**src/rtl/mips_multicycle_ctrl.sv**
```systemverilog
// mips_multicycle_ctrl
// Multi-cycle control FSM for a shared-memory MIPS datapath (PC, IR, register
// file, ALU, unified memory). Supports ADD, SUB, AND, OR, J, BEQ, BNE, ADDIU,
// LW and SW, waits on a memory ready handshake, flags illegal opcodes and
// memory timeouts, and counts retired instructions.
//
// Ports:
//   clk, rst            clock; synchronous active-high reset
//   opcode, funct       IR[31:26], IR[5:0]
//   zero                ALU zero flag (current cycle)
//   mem_ready           memory completes the current access this cycle
//   pc_we, pc_src       PC write enable / source select
//   iord, mem_rd, mem_wr memory address select and requests
//   ir_we               instruction register write enable
//   reg_dst, mem_to_reg, reg_we   register file write controls
//   alu_src_a, alu_src_b, alu_ctrl ALU operand selects and operation
//   instr_done          pulse in the last cycle of each instruction
//   illegal             pulse when DECODE sees an unsupported instruction
//   mem_err             pulse on memory timeout
//   instr_count         retired instruction counter (wraps)
//   state               current state encoding (debug)
module mips_multicycle_ctrl #(
  parameter int MEM_TIMEOUT = 15,
  parameter int CNT_W       = 32
) (
  input  logic             clk,
  input  logic             rst,
  input  logic [5:0]       opcode,
  input  logic [5:0]       funct,
  input  logic             zero,
  input  logic             mem_ready,
  output logic             pc_we,
  output logic [1:0]       pc_src,
  output logic             iord,
  output logic             mem_rd,
  output logic             mem_wr,
  output logic             ir_we,
  output logic             reg_dst,
  output logic             mem_to_reg,
  output logic             reg_we,
  output logic             alu_src_a,
  output logic [1:0]       alu_src_b,
  output logic [2:0]       alu_ctrl,
  output logic             instr_done,
  output logic             illegal,
  output logic             mem_err,
  output logic [CNT_W-1:0] instr_count,
  output logic [3:0]       state
);

  localparam logic [3:0] S_FETCH  = 4'd0;
  localparam logic [3:0] S_DECODE = 4'd1;
  localparam logic [3:0] S_MEMADR = 4'd2;
  localparam logic [3:0] S_MEMRD  = 4'd3;
  localparam logic [3:0] S_MEMWB  = 4'd4;
  localparam logic [3:0] S_MEMWR  = 4'd5;
  localparam logic [3:0] S_EXEC   = 4'd6;
  localparam logic [3:0] S_ALUWB  = 4'd7;
  localparam logic [3:0] S_BRANCH = 4'd8;
  localparam logic [3:0] S_ADDIEX = 4'd9;
  localparam logic [3:0] S_ADDIWB = 4'd10;
  localparam logic [3:0] S_JUMP   = 4'd11;

  localparam logic [5:0] OP_RTYPE = 6'd0;
  localparam logic [5:0] OP_J     = 6'd2;
  localparam logic [5:0] OP_BEQ   = 6'd4;
  localparam logic [5:0] OP_BNE   = 6'd5;
  localparam logic [5:0] OP_ADDIU = 6'd9;
  localparam logic [5:0] OP_LW    = 6'd35;
  localparam logic [5:0] OP_SW    = 6'd43;

  localparam logic [5:0] FN_ADD = 6'd32;
  localparam logic [5:0] FN_SUB = 6'd34;
  localparam logic [5:0] FN_AND = 6'd36;
  localparam logic [5:0] FN_OR  = 6'd37;

  localparam logic [2:0] ALU_AND = 3'b000;
  localparam logic [2:0] ALU_OR  = 3'b001;
  localparam logic [2:0] ALU_ADD = 3'b010;
  localparam logic [2:0] ALU_SUB = 3'b110;

  localparam logic [7:0] TIMEOUT_C = 8'(MEM_TIMEOUT);

  logic [3:0]       state_r;
  logic [3:0]       next_state_s;
  logic [7:0]       wait_cnt_r;
  logic [CNT_W-1:0] count_r;
  logic             timeout_s;

  logic       pc_we_s, iord_s, mem_rd_s, mem_wr_s, ir_we_s;
  logic       reg_dst_s, mem_to_reg_s, reg_we_s, alu_src_a_s;
  logic       done_s, illegal_s, mem_err_s;
  logic [1:0] pc_src_s, alu_src_b_s;
  logic [2:0] alu_ctrl_s;

  // Timeout only matters in the memory-waiting states; mem_ready wins over it.
  assign timeout_s = (wait_cnt_r == TIMEOUT_C) && !mem_ready;

  // Next-state and control output decode.
  always_comb begin
    next_state_s = state_r;
    pc_we_s      = 1'b0;
    pc_src_s     = 2'b00;
    iord_s       = 1'b0;
    mem_rd_s     = 1'b0;
    mem_wr_s     = 1'b0;
    ir_we_s      = 1'b0;
    reg_dst_s    = 1'b0;
    mem_to_reg_s = 1'b0;
    reg_we_s     = 1'b0;
    alu_src_a_s  = 1'b0;
    alu_src_b_s  = 2'b00;
    alu_ctrl_s   = 3'b000;
    done_s       = 1'b0;
    illegal_s    = 1'b0;
    mem_err_s    = 1'b0;
    case (state_r)
      S_FETCH: begin
        mem_rd_s = 1'b1;
        if (mem_ready) begin
          ir_we_s      = 1'b1;
          pc_we_s      = 1'b1;
          alu_src_b_s  = 2'b01;
          alu_ctrl_s   = ALU_ADD;
          next_state_s = S_DECODE;
        end else if (timeout_s) begin
          mem_err_s    = 1'b1;
          next_state_s = S_FETCH;
        end else begin
          next_state_s = S_FETCH;
        end
      end
      S_DECODE: begin
        alu_src_b_s = 2'b11;
        alu_ctrl_s  = ALU_ADD;
        case (opcode)
          OP_RTYPE: begin
            if ((funct == FN_ADD) || (funct == FN_SUB) ||
                (funct == FN_AND) || (funct == FN_OR)) begin
              next_state_s = S_EXEC;
            end else begin
              illegal_s    = 1'b1;
              next_state_s = S_FETCH;
            end
          end
          OP_LW, OP_SW:   next_state_s = S_MEMADR;
          OP_BEQ, OP_BNE: next_state_s = S_BRANCH;
          OP_ADDIU:       next_state_s = S_ADDIEX;
          OP_J:           next_state_s = S_JUMP;
          default: begin
            illegal_s    = 1'b1;
            next_state_s = S_FETCH;
          end
        endcase
      end
      S_EXEC: begin
        alu_src_a_s = 1'b1;
        case (funct)
          FN_SUB:  alu_ctrl_s = ALU_SUB;
          FN_AND:  alu_ctrl_s = ALU_AND;
          FN_OR:   alu_ctrl_s = ALU_OR;
          default: alu_ctrl_s = ALU_ADD;
        endcase
        next_state_s = S_ALUWB;
      end
      S_ALUWB: begin
        reg_dst_s    = 1'b1;
        reg_we_s     = 1'b1;
        done_s       = 1'b1;
        next_state_s = S_FETCH;
      end
      S_MEMADR: begin
        alu_src_a_s = 1'b1;
        alu_src_b_s = 2'b10;
        alu_ctrl_s  = ALU_ADD;
        if (opcode == OP_LW) begin
          next_state_s = S_MEMRD;
        end else if (opcode == OP_SW) begin
          next_state_s = S_MEMWR;
        end else begin
          next_state_s = S_FETCH;
        end
      end
      S_MEMRD: begin
        iord_s   = 1'b1;
        mem_rd_s = 1'b1;
        if (mem_ready) begin
          next_state_s = S_MEMWB;
        end else if (timeout_s) begin
          mem_err_s    = 1'b1;
          next_state_s = S_FETCH;
        end else begin
          next_state_s = S_MEMRD;
        end
      end
      S_MEMWB: begin
        mem_to_reg_s = 1'b1;
        reg_we_s     = 1'b1;
        done_s       = 1'b1;
        next_state_s = S_FETCH;
      end
      S_MEMWR: begin
        iord_s   = 1'b1;
        mem_wr_s = 1'b1;
        if (mem_ready) begin
          done_s       = 1'b1;
          next_state_s = S_FETCH;
        end else if (timeout_s) begin
          mem_err_s    = 1'b1;
          next_state_s = S_FETCH;
        end else begin
          next_state_s = S_MEMWR;
        end
      end
      S_BRANCH: begin
        alu_src_a_s  = 1'b1;
        alu_ctrl_s   = ALU_SUB;
        pc_src_s     = 2'b01;
        pc_we_s      = ((opcode == OP_BEQ) && zero) || ((opcode == OP_BNE) && !zero);
        done_s       = 1'b1;
        next_state_s = S_FETCH;
      end
      S_ADDIEX: begin
        alu_src_a_s  = 1'b1;
        alu_src_b_s  = 2'b10;
        alu_ctrl_s   = ALU_ADD;
        next_state_s = S_ADDIWB;
      end
      S_ADDIWB: begin
        reg_we_s     = 1'b1;
        done_s       = 1'b1;
        next_state_s = S_FETCH;
      end
      S_JUMP: begin
        pc_src_s     = 2'b10;
        pc_we_s      = 1'b1;
        done_s       = 1'b1;
        next_state_s = S_FETCH;
      end
      default: next_state_s = S_FETCH;
    endcase
  end

  // State, wait counter and retired-instruction counter.
  always_ff @(posedge clk) begin
    if (rst) begin
      state_r    <= S_FETCH;
      wait_cnt_r <= 8'd0;
      count_r    <= '0;
    end else begin
      state_r <= next_state_s;
      // Any state change (or a fetch retry after timeout) starts a fresh wait window.
      if ((next_state_s != state_r) || mem_err_s) begin
        wait_cnt_r <= 8'd0;
      end else if (!mem_ready) begin
        wait_cnt_r <= wait_cnt_r + 8'd1;
      end else begin
        wait_cnt_r <= wait_cnt_r;
      end
      if (done_s) begin
        count_r <= count_r + CNT_W'(1);
      end else begin
        count_r <= count_r;
      end
    end
  end

  // While reset is held every output reads zero, so no write enable can leak.
  assign pc_we       = pc_we_s & ~rst;
  assign pc_src      = rst ? 2'b00 : pc_src_s;
  assign iord        = iord_s & ~rst;
  assign mem_rd      = mem_rd_s & ~rst;
  assign mem_wr      = mem_wr_s & ~rst;
  assign ir_we       = ir_we_s & ~rst;
  assign reg_dst     = reg_dst_s & ~rst;
  assign mem_to_reg  = mem_to_reg_s & ~rst;
  assign reg_we      = reg_we_s & ~rst;
  assign alu_src_a   = alu_src_a_s & ~rst;
  assign alu_src_b   = rst ? 2'b00 : alu_src_b_s;
  assign alu_ctrl    = rst ? 3'b000 : alu_ctrl_s;
  assign instr_done  = done_s & ~rst;
  assign illegal     = illegal_s & ~rst;
  assign mem_err     = mem_err_s & ~rst;
  assign instr_count = rst ? '0 : count_r;
  assign state       = rst ? 4'd0 : state_r;

endmodule

```
**config.mk**
```make
export PLATFORM = sky130hd
export DESIGN_NAME = mips_multicycle_ctrl
export DESIGN_NICKNAME = d
export VERILOG_FILES = /design/src/rtl/mips_multicycle_ctrl.sv
export SDC_FILE = /design/constraint.sdc
export NUM_CORES = 1
export LEC_CHECK = 0
export BUFFER_PORTS_ARGS = -buffer_cell sky130_fd_sc_hd__buf_2
export CAP_MARGIN = 0
export CORE_MARGIN = 1
export CORE_UTILIZATION = 30
export CTS_CLUSTER_DIAMETER = 50
export DETAILED_ROUTE_END_ITERATION = 8
export GPL_ROUTABILITY_DRIVEN = 1
export MAX_ROUTING_LAYER = met4
export SLEW_MARGIN = 25
export SYNTH_ARGS = -nofsm -noshare
export SYNTH_HDL_FRONTEND = slang
export SYNTH_SLANG_ARGS = --single-unit
```
**constraint.sdc**
```tcl
create_clock -name clk -period 5.2 [get_ports clk]
set_clock_uncertainty 0.15 [all_clocks]
set_input_delay 0.52 -clock clk [delete_from_list [all_inputs] [get_ports clk]]
set_output_delay 0.52 -clock clk [all_outputs]
set_load 0.05 [all_outputs]
```
### Yosys cells after proc, flatten, opt, wreduce, memory -nomap -nowiden

Cells that the tools add are included.
Widths: inputs -> output; s select.

| word-level totals | value |
|---|---|
| register bits | 44 |
| output and inout bits | 55 |
| logic and storage cells | 103 |

| operators by class | value |
|---|---|
| add/sub/neg operators | 2 |
| equality and inequality tests | 23 |
| multiplexer cells | 38 |
| bitwise operators | 13 |
| reductions and logical operators | 24 |

Operators with widths:

| operator | number |
|---|---|
| $eq 6x6->1 const B | 6 |
| $add 32x1->32 const B | 1 |
| $mux 32 | 1 |
| $pmux 4 s7 | 1 |
| $mux 3 | 7 |
| $pmux 4 s5 | 1 |
| $eq 4x3->1 const B | 4 |
| $eq 4x4->1 const B | 4 |
| $mux 1 | 16 |
| $and 1x1->1 | 12 |
| $eq 6x3->1 const B | 2 |
| $pmux 3 s4 | 1 |
| $reduce_or 2->1 | 6 |
| $pmux 3 s3 | 1 |
| $reduce_or 3->1 | 3 |
| $add 8x1->8 const B | 1 |
| $eq 4x2->1 const B | 2 |
| $eq 8x4->1 const B | 1 |
| $mux 2 | 4 |
| $eq 6x2->1 const B | 1 |
| $eq 6x4->1 const B | 1 |
| $logic_not 6->1 | 1 |
| $pmux 2 s3 | 1 |
| $reduce_or 6->1 | 1 |
| other kinds (13) | 21 |

### Depth between registers and ports, before layout

Gate-level depths: netlist (run 1).

| depth | value |
|---|---|
| word-level depth | 10 |
| depth in mapped cells | 8 |
| gate-level depth less buffers | 7 |

### Worst setup path after synthesis (run 1)

No wires, ideal clock.

| timing path | value |
|---|---|
| path kind | in2out |
| from | input rst |
| to | output mem_rd |
| data arrival time | 2.451 ns |
| path slack | 2.079 ns |
| cell stages on the path | 3 |
| path buffers | 2 |
| cell sequence | clkbuf_1 clkbuf_1 nor4_1 |

| between the ends | value |
|---|---|
| cells in the longest elaborated chain, start to end | 2 |

RTL lines:

| item | RTL line | source |
|---|---|---|
| start, declared | 27 | `input logic rst,` |
| $not 1->1 | 272 | `assign mem_rd = mem_rd_s & ~rst;` |
| $and 1x1->1 | 272 |  |
| end, declared | 35 | `output logic mem_rd,` |

Every way passes these cells.

### Worst setup path after layout (run 1)

| timing path | value |
|---|---|
| from | register state_r[1] |
| to | output alu_ctrl[1] |

| between the ends | value |
|---|---|
| cells in the longest elaborated chain, start to end | 4 |
| elaborated cells on any way between the ends | 9 |
| classes of those cells | eq/ne: 5; mux: 2; reduce/logical: 2 |

RTL lines:

| item | RTL line | source |
|---|---|---|
| start, declared | 84 | `logic [3:0] state_r;` |
| start signal, assigned | 251 | `state_r <= next_state_s;` |
| $eq 4x2->1, or another cell as far along | 117 | `case (state_r)` |
| $reduce_or 3->1 (no source line) | - |  |
| $pmux 3 s4 (*) | 117 |  |
| $mux 3 (*) | 280 | `assign alu_ctrl = rst ? 3'b000 : alu_ctrl_s;` |
| end, declared | 43 | `output logic [2:0] alu_ctrl,` |

Mark *: on every way between the ends. The rest lies on a longest branch, timed or not.

==> results of run 1 <==
==> cell usage in the layout, fill, tap and decap left out, types with 2 or more instances in the layout <==
master and count:
ha_1 2, nor3b_1 2, nor4_1 13, a31oi_1 2, o21ai_0 4, nand4_1 11
and4_1 3, nor2_1 50, o22ai_1 2, inv_1 2, nor3_1 18, nor3_2 2
nand3_1 17, a21oi_1 8, and3b_1 3, buf_4 2, and3_1 13, nand2b_1 6
a21o_1 2, nor4_2 3, nor2b_1 41, dfxtp_1 44, clkbuf_8 5, xor2_1 24
xnor2_1 15, o21ai_1 2, buf_2 70, a211oi_1 5, mux2i_1 3, nand2_1 17
and2_1 3
==> routing by layer <==
layer	vias to the layer above	routed length, µm	share of wire, %	track usage (%)
met5	-	0	0	-
met4	0	53	0.74	4.299
met3	7	331	4.6	2.507
met2	65	3211	45	22.39
met1	1256	3566	50	20.62
li1	1384	-	-	-
==> cells by family (layout without fill, tap and decap cells) <==
kind of cell / after synthesis / after routing
muxes: 3 / 3
adders and majority gates: 2 / 2
and+or+nand+nor: 215 / 215
AOI/OAI and AO/OA: 35 / 35
DFF: 44 / 44
buffers and inverters: 24 / 83
xor gates and xnor gates: 39 / 39
==> worst register-to-register path: stages (launching register included) <==
cell and delay (ns):
dfxtp_1 0.80, nand2_1 0.24, a2111oi_2 0.50, a31oi_1 0.13, nor2b_1 0.22, o221ai_4 0.30, nor4_1 0.09
==> power groups by stage <==
stage	clock network, mW	registers, mW	logic [mW]
after floorplan	0	0.347	0.0541
after global placement	0	0.350	0.0702
after detailed placement	0	0.351	0.0706
after CTS	0.266	0.343	0.0709
after global routing	0.281	0.343	0.0772
final	0.259	0.343	0.0705
==> area by class of cell <==
cell class | count | area, µm² | share of cell area, %
Multi-Input combinational cell | 294 | 1889 | 55.31
Sequential cell | 44 | 880.8 | 25.79
Timing Repair Buffer | 72 | 365.4 | 10.70
Tap cell | 129 | 161.4 | 4.725
Clock buffer | 6 | 72.57 | 2.125
Clock inverter | 2 | 35.03 | 1.026
Inverter | 3 | 11.26 | 0.3297
==> final timing paths <==
check	to	slack, ns
hold reg to reg	count_r[31]$_SDFFE_PP0P_	0.38
hold / removal	count_r[31]$_SDFFE_PP0P_	0.38
setup reg to reg	wait_cnt_r[1]$_SDFFE_PP0N_	2.63
setup / recovery	alu_ctrl[1]	2.13
==> sequential cells by signal, indices dropped and copies added, names as in the netlist <==
register	flops
count_r	32
wait_cnt_r	8
state_r	4
==> reports/results.ini, run 1 <==
[clocking]
cts_tree=built
insertion_delay_ns=0.30
path_clk_slew_ns=0.09
postCtsHoldBufs=0
cts-root-buf=clkbuf_8
cts_resized=0
post_cts_buffers=0
clockBufferDepth=2
clock_sinks=44
cts_inserted_buffers=5
cts.htree.levels=2

[setup_path]
rr_worst_depth=6
critPathBufInv=1
worstPathArrival_ns=2.40
start_kind=flip-flop
cp_top_family=flip-flops
r2r-start=state_r[0]$_SDFF_PP0_
crit_chain=nor2b_1 > nand2_1 > o31a_1 > a211oi_1 > buf_2
crit_slowest_cell=dfxtp_1
startpoint=state_r[1]$_SDFF_PP0_
cp.required_ns=4.53
critPathCaptureType=primary output
critPathMaxStageDelay_ns=0.73
crit_type=flip-flop to primary output
worstPathMaxFanout=20
critical_path_cell_count=5

[detailed_routing]
dr_total_vias=2712
dr.pass1.iters=4
viasPerCell=4.931
drt-wirelength-per-cell_um=13.02
drtAntennaViolNets=0
drt_wl_total_um=7161
drt_iter0_drc=107
drc=0

[pwr]
p_leak_nw=1.382
switching_share_pct=25.08
pwr-share-seq_pct=51.0
p_int_mw=0.5032
ir_drop_v=0.0001019
power-per-cell-area_mw_per_mm2=196.6
switching_power_mw=0.1685
pwr-share-clk_pct=38.5
power.share.combinational_pct=10.5
finalPower_mw=0.6716

[global_route]
grt_max_degree=37
grt_pass1_vias=2515
antenna_found_initial=0
grtUsageTotal_pct=14.94
gr-total-overflow=0
grt_pass1_wl_um=11830

[logic_synthesis]
synthTopCellsByCount=50 x nor2_1, 44 x dfxtp_1, 41 x nor2b_1, 24 x xor2_1, 18 x nor3_1
synth_top_family_by_area=simple AND/OR/NAND/NOR gates
seq_area_frac_synth_pct=30.68
ys_warn_count=0
yosys.area_share.simple_pct=43.05
synth_compound_area_share_pct=8.932
synth.top_cell.area_share_pct=30.68
synthTopCellsByArea=dfxtp_1 31%, nor2b_1 8.9%, xor2_1 7.3%
syn_area_per_cell_um2=7.932
synth_area_mm2=0.002872
synth-edff-count=0
ys_types=56
synthAdderAreaFrac_pct=0.8715
synthFlopType=dfxtp_1
ys_async_sr_fraction_pct=0
syn_nets=380
synth_seq_cells=44
synth-xor-area-share_pct=11.90
yosys-mux-area-fraction_pct=1.046
synth_top_area_cell=dfxtp_1
syn_inst=362
synth_most_common_cell=nor2_1

[die]
die_h_um=99.84
die_area_mm2=0.009967
die_w_um=99.84
start_util_pct=31.08
num_rows=35
core_area_mm2=0.009240
ios=71

[sta]
finalHoldViolCount=0
grt_setup_unrepaired=no
fmax_mhz=325.9
fin_crit_sh_pct=59.01
worst_slew_pin_slew_ns=0.7398
layout_setup_ws_ns=2.131
drv_slew=0
setup_viol=0
holdWs_ns=0.3821
slew_headroom_pct=50.61
layout_min_cycle_time_ns=3.069
fin_setup_tns_ns=0

[cells_and_area]
fin_nets=438
synthToLayoutAreaGrowth_pct=18.95
nFillCells=988
post_route_cells_drive_above_1_share_pct=22.57
design_area_mm2=0.003416
antenna_cells=0
finalNonFillerCells=550
fin_util_pct=36.97

[placement]
io_buffers=70
dp_slack_ns=2.530
dp.cells=542
placed_cell_area_mm2=0.003308
gp_congestion=0.8473
hpwl_um=5308

[hold_path]
whs_path_depth=2
min-delay-start=count_r[31]$_SDFFE_PP0P_
worstHoldPathType=flip-flop to flip-flop

[job]
maxCapViolCount=0

[status]
outcome=finished clean

(Power assumes the default switching activity.)
==> inputs of run 2 (changes only) <==
ABC_AREA = 1   (was not set)
clock period = 3.1 ns   (was 5.2 ns; I/O delays follow)
==> run 2 against run 1 <==
Synthesized cell count rose by 51%. Count of clock-buffer cells in the layout up 1. Routed wire length is 24% higher. Final cell count increased by 37%. Highest routed layer unchanged. Sequential share of layout area down 2.3 points.
==> reports/results.ini, run 2 <==
[status]
outcome=finished clean

[detailed_routing]
dr.pass1.iters=4
drt-wirelength-per-cell_um=11.82
drt_iter0_drc=141
drt_wl_total_um=8874
drc=0
drtAntennaViolNets=0
viasPerCell=4.742
dr_total_vias=3561

[setup_path]
start_kind=flip-flop
worstPathArrival_ns=2.26
worstPathMaxFanout=28
r2r_slack_ns=0.98
crit_top_cell=nor2_1
crit_type=flip-flop to primary output
cp.required_ns=2.64
critPathBufInv=3
critical_path_cell_count=9
rr_endpoint=count_r[8]$_SDFFE_PP0P_
r2r-start=state_r[2]$_SDFF_PP0_
crit_chain=inv_1 > nor2_1 > nand2_1 > nor2_1 > nor3_2 > nand2_4 > inv_4 > nor2_2 > buf_2
rr_worst_depth=9
startpoint=state_r[2]$_SDFF_PP0_
critPathMaxStageDelay_ns=0.40
endpoint=instr_done
critPathCaptureType=primary output
cp_top_family=simple AND/OR/NAND/NOR gates
crit_slowest_cell=dfxtp_1

[sta]
layout_setup_ws_ns=0.3820
fin_setup_tns_ns=0
setup_viol=0
grt_setup_unrepaired=no
fmax_mhz=367.9
finalHoldViolCount=0
worst_slew_pin_slew_ns=0.4759
slew_headroom_pct=68.28
drv_slew=0
layout_min_cycle_time_ns=2.718
fin_crit_sh_pct=87.68

[hold_path]
min-delay-start=mem_ready
whs_path_depth=3
worstHoldPathType=input pin to flip-flop

[logic_synthesis]
synth_area_mm2=0.003191
synthTopCellsByCount=134 x nand2_1, 110 x nor2_1, 77 x inv_1, 44 x dfxtp_1, 37 x nor3_1
synth_top_area_cell=dfxtp_1
ys_types=34
syn_area_per_cell_um2=5.822
synth_seq_cells=44
synth.top_cell.area_share_pct=27.61
syn_nets=566
seq_area_frac_synth_pct=27.61
ys_async_sr_fraction_pct=0
ys_warn_count=0
syn_inst=548
synthTopCellsByArea=dfxtp_1 28%, nand2_1 16%, nor2_1 13%
synth_most_common_cell=nand2_1
synth-edff-count=0
synthFlopType=dfxtp_1

[cells_and_area]
regArea_um2=880.8
post_route_cells_drive_above_1_share_pct=15.61
fin_nets=632
multiInputGateArea_mm2=0.001934
top_register=count_r
final_common_cell=nand2_1
top_regs=count_r (32), wait_cnt_r (8), state_r (4)
final_cell_mix=134 x nand2_1, 110 x nor2_1, 77 x inv_1
synthToLayoutAreaGrowth_pct=17.57
nFillCells=1149
antenna_cells=0
largest_reg_flops=32
fin_util_pct=36.34

[clocking]
cts.htree.levels=2
clockBufferDepth=2
clock_sinks=44
path_clk_slew_ns=0.09
insertion_delay_ns=0.30
postCtsHoldBufs=0
cts_resized=0
cts_tree=built
cts_inserted_buffers=5
cts-root-buf=clkbuf_8
post_cts_buffers=0

[placement]
io_buffers=70
dp_slack_ns=0.7244
hpwl_um=7091
gp_congestion=0.9585

[global_route]
grt_pass1_wl_um=15170
grtUsageTotal_pct=17.17
grt_pass1_vias=3375
grt_max_degree=30
antenna_found_initial=0
gr-total-overflow=0

[die]
die_h_um=105.1
start_util_pct=30.91
die_w_um=105.1
die_area_mm2=0.01105
ios=71
num_rows=37
core_area_mm2=0.01032

[pwr]
power-per-cell-area_mw_per_mm2=286.7
ir_drop_v=0.0001523
p_leak_nw=1.650

[job]
maxCapViolCount=0

## run 2: cell count changes in the layout (fill, tap and decap cells not counted), moves of 6 or more
cell	change
nor4_1	-11
inv_1	+75
and3_1	-13
nor2_1	+60
nor3_1	+19
nand3_1	+7
nand2_1	+117
nor2_2	+6
xnor2_1	-14
nor2b_1	-41
nand2b_1	-6
a21oi_1	+26
## run 2: worst register-to-register path: cells and delay by family, from the launching register on
kind                   cells  cell delay (ns)
buffers and inverters      2             0.29
AO/OA/AOI/OAI              1             0.08
AND/OR/NAND/NOR            6             1.10
flip-flops                 1             0.40
## run 2: how the worst min path moves through the flow
stage	slack, ns	to
finish	0.24	wait_cnt_r[0]$_SDFFE_PP0N_
global route	0.26	wait_cnt_r[0]$_SDFFE_PP0N_
CTS	0.23	wait_cnt_r[0]$_SDFFE_PP0N_
detailed placement	0.33	count_r[31]$_SDFFE_PP0P_
global placement	0.33	count_r[4]$_SDFFE_PP0P_
floorplan	0.30	count_r[4]$_SDFFE_PP0P_
## run 2: kinds of logic (layout without fill, tap and decap cells)
logic type	after synthesis	in the layout	share of synthesized area [%]
buffers and inverters	94	161	11.76
XOR/XNOR	22	22	6.039
AO/OA/AOI/OAI	52	52	8.824
AND/OR/NAND/NOR	333	333	44.67
flip-flops	44	44	27.61
multiplexers	1	1	0.3137
adder cells (fa/ha/maj)	2	2	0.7842
## run 2: report_power, final
part           total, mW  internal (mW)  switching, mW
Combinational      0.117         0.0295         0.0872
Sequential         0.571          0.568        0.00301
Clock              0.388          0.182          0.207
Total               1.08          0.779          0.297
## run 2: per-layer routing
layer  up-vias  routed length (µm)  global-route usage, %
met2       105                4204                  29.09
met3        10                 438                  2.682
li1       1855                   -                      -
met1      1591                4121                  21.31
met5         -                   0                      -
met4         0                 109                  4.225
## run 2: final cells by class
class,instances,area share [%]
well taps,136,4.536
clock buffers,7,2.302
repair buffers,72,9.740
flip-flops and latches,44,23.48
multi-input cells,410,51.57
clock inverters,1,0.2001
inverters,81,8.172
## run 2: through the flow
step	instance area (µm²)	total power [mW]	hold WS [ns]	cells
3_5_place_dp	3657	0.7002	0.3313	743
5_1_grt	3751	1.122	0.2562	751
3_3_place_gp	3657	0.6986	0.3290	743
6_report	3751	1.076	0.2379	751
2_1_floorplan	3191	0.6652	0.3049	548
4_1_cts	3751	1.089	0.2310	751
==> inputs of run 3 (changes only) <==
CTS_BUF_LIST = sky130_fd_sc_hd__clkbuf_16   (was not set)
GPL_ROUTABILITY_DRIVEN = not set   (was 1)
==> run 3 against run 2 <==
First-iteration DRC count fell by 9.9%. Flip-flop and latch count did not move. Count of clock-buffer cells in the layout fell by 2. Design area rose by 1.2%.
==> reports/results.ini, run 3 (synthesized netlist as in run 2, its figures left out) <==
[die]
die_w_um=105.1
die_h_um=105.1
die_area_mm2=0.01105
ios=71
num_rows=37
start_util_pct=30.91
core_area_mm2=0.01032

[global_route]
grt_pass1_wl_um=15150
top_usage_layer=met2
antenna_found_initial=0
gr-total-overflow=0
use_met3_pct=2.558
use_met1_pct=21.50
grt_max_degree=30
use_met2_pct=28.90
grtUsageTotal_pct=17.05
grt_pass1_vias=3365

[hold_path]
whs_path_depth=3
hold_end=wait_cnt_r[0]$_SDFFE_PP0N_
min-delay-start=mem_ready
worstHoldPathType=input pin to flip-flop

[setup_path]
start_kind=flip-flop
critPathMaxStageDelay_ns=0.39
worstPathMaxFanout=28
rr_worst_depth=9
critPathCaptureType=primary output
r2r_slack_ns=0.99
cp_top_family=simple AND/OR/NAND/NOR gates
rr_endpoint=count_r[8]$_SDFFE_PP0P_
crit_chain=inv_1 > nor2_1 > nand2_1 > nor2_1 > nor3_2 > nand2_4 > inv_4 > nor2_2 > buf_2
worstPathArrival_ns=2.22
r2r-start=state_r[2]$_SDFF_PP0_
crit_type=flip-flop to primary output
cp.required_ns=2.64
crit_top_cell=nor2_1
crit_slowest_cell=dfxtp_1
critPathBufInv=3

[sta]
setup_viol=0
fin_crit_sh_pct=86.41
fmax_mhz=373.3
fin_setup_tns_ns=0
layout_min_cycle_time_ns=2.679
slew_headroom_pct=67.57
worst_slew_pin_slew_ns=0.4865
drv_slew=0
finalHoldViolCount=0
grt_setup_unrepaired=no

[detailed_routing]
drc=0
dr_total_vias=3571
drt_iter0_drc=127
dr.pass1.iters=4
viasPerCell=4.755
drtAntennaViolNets=0
drt_wl_total_um=8909
drt-wirelength-per-cell_um=11.86

[pwr]
p_leak_nw=1.674
power-per-cell-area_mw_per_mm2=317.6
ir_drop_v=0.0002082
finalPower_mw=1.206

[placement]
hpwl_um=7091
io_buffers=70
gp_congestion=0.9585

[clocking]
cts_resized=0
postCtsHoldBufs=0
clockBufferDepth=2
cts-root-buf=clkbuf_16
path_clk_slew_ns=0.06
clock_sinks=44
insertion_delay_ns=0.28
cts_inserted_buffers=5
post_cts_buffers=0
cts_tree=built
cts.htree.levels=2

[cells_and_area]
fin_nets=632
multiInputGateArea_mm2=0.001934
nFillCells=1142
antenna_cells=0
final_common_cell=nand2_1
largest_reg_flops=32
post_route_cells_drive_above_1_share_pct=15.45
top_register=count_r
final_cell_mix=134 x nand2_1, 110 x nor2_1, 78 x inv_1
regArea_um2=880.8
synthToLayoutAreaGrowth_pct=19.02
top_regs=count_r (32), wait_cnt_r (8), state_r (4)

[job]
maxCapViolCount=0

[status]
outcome=finished clean

run 3: worst max path at each step:
stage	start	endpoint	slack, ns	depth (start not counted)
2_1_floorplan	state_r[0]$_SDFF_PP0_	alu_ctrl[2]	0.26	5
3_3_place_gp	state_r[0]$_SDFF_PP0_	instr_done	0.81	9
3_5_place_dp	state_r[2]$_SDFF_PP0_	instr_done	0.72	9
4_1_cts	state_r[0]$_SDFF_PP0_	instr_done	0.42	9
5_1_grt	state_r[2]$_SDFF_PP0_	instr_done	0.19	9
6_report	state_r[2]$_SDFF_PP0_	instr_done	0.42	9
run 3: area by class of cell:
class                           instances  share of cell area, %
Timing Repair Buffer                   72                  9.621
Multi-Input combinational cell        410                  50.94
Sequential cell                        44                  23.20
Inverter                               81                  8.072
Tap cell                              136                  4.481
Clock buffer                            5                  3.295
Clock inverter                          3                 0.3954
run 3: tightest hold or removal path, delay by kind of cell:
family        cells  cell delay, ns
xor+xnor          1            0.13
simple gates      1            0.06
buf+inv           1            0.13
run 3: power breakdown:
group	internal [mW]	total, mW	leakage [nW]	switching [mW]
combinational	0.0295	0.117	1.25	0.0874
sequential	0.568	0.571	0.355	0.00300
clock	0.293	0.518	0.0687	0.225
run 3: stage by stage:
stage                     cells  util (%)  setup slack, ns  cell area (µm²)  hold WS (ns)
after CTS                   751     36.78           0.4153             3797        0.2528
final                       751     36.78           0.4214             3797        0.2595
after floorplan             548         -           0.2556             3191        0.3049
after global placement      743     35.43           0.8083             3657        0.3290
after detailed placement    743     35.43           0.7244             3657        0.3313
after global routing        751     36.78           0.1894             3797        0.2787
run 3: per-layer routing:
metal,part of all wire (%),up-vias,wire [µm]
met4,1.2,0,109
met3,4.3,10,386
met1,47,1620,4167
met2,48,94,4247
met5,0,-,0
li1,-,1847,-
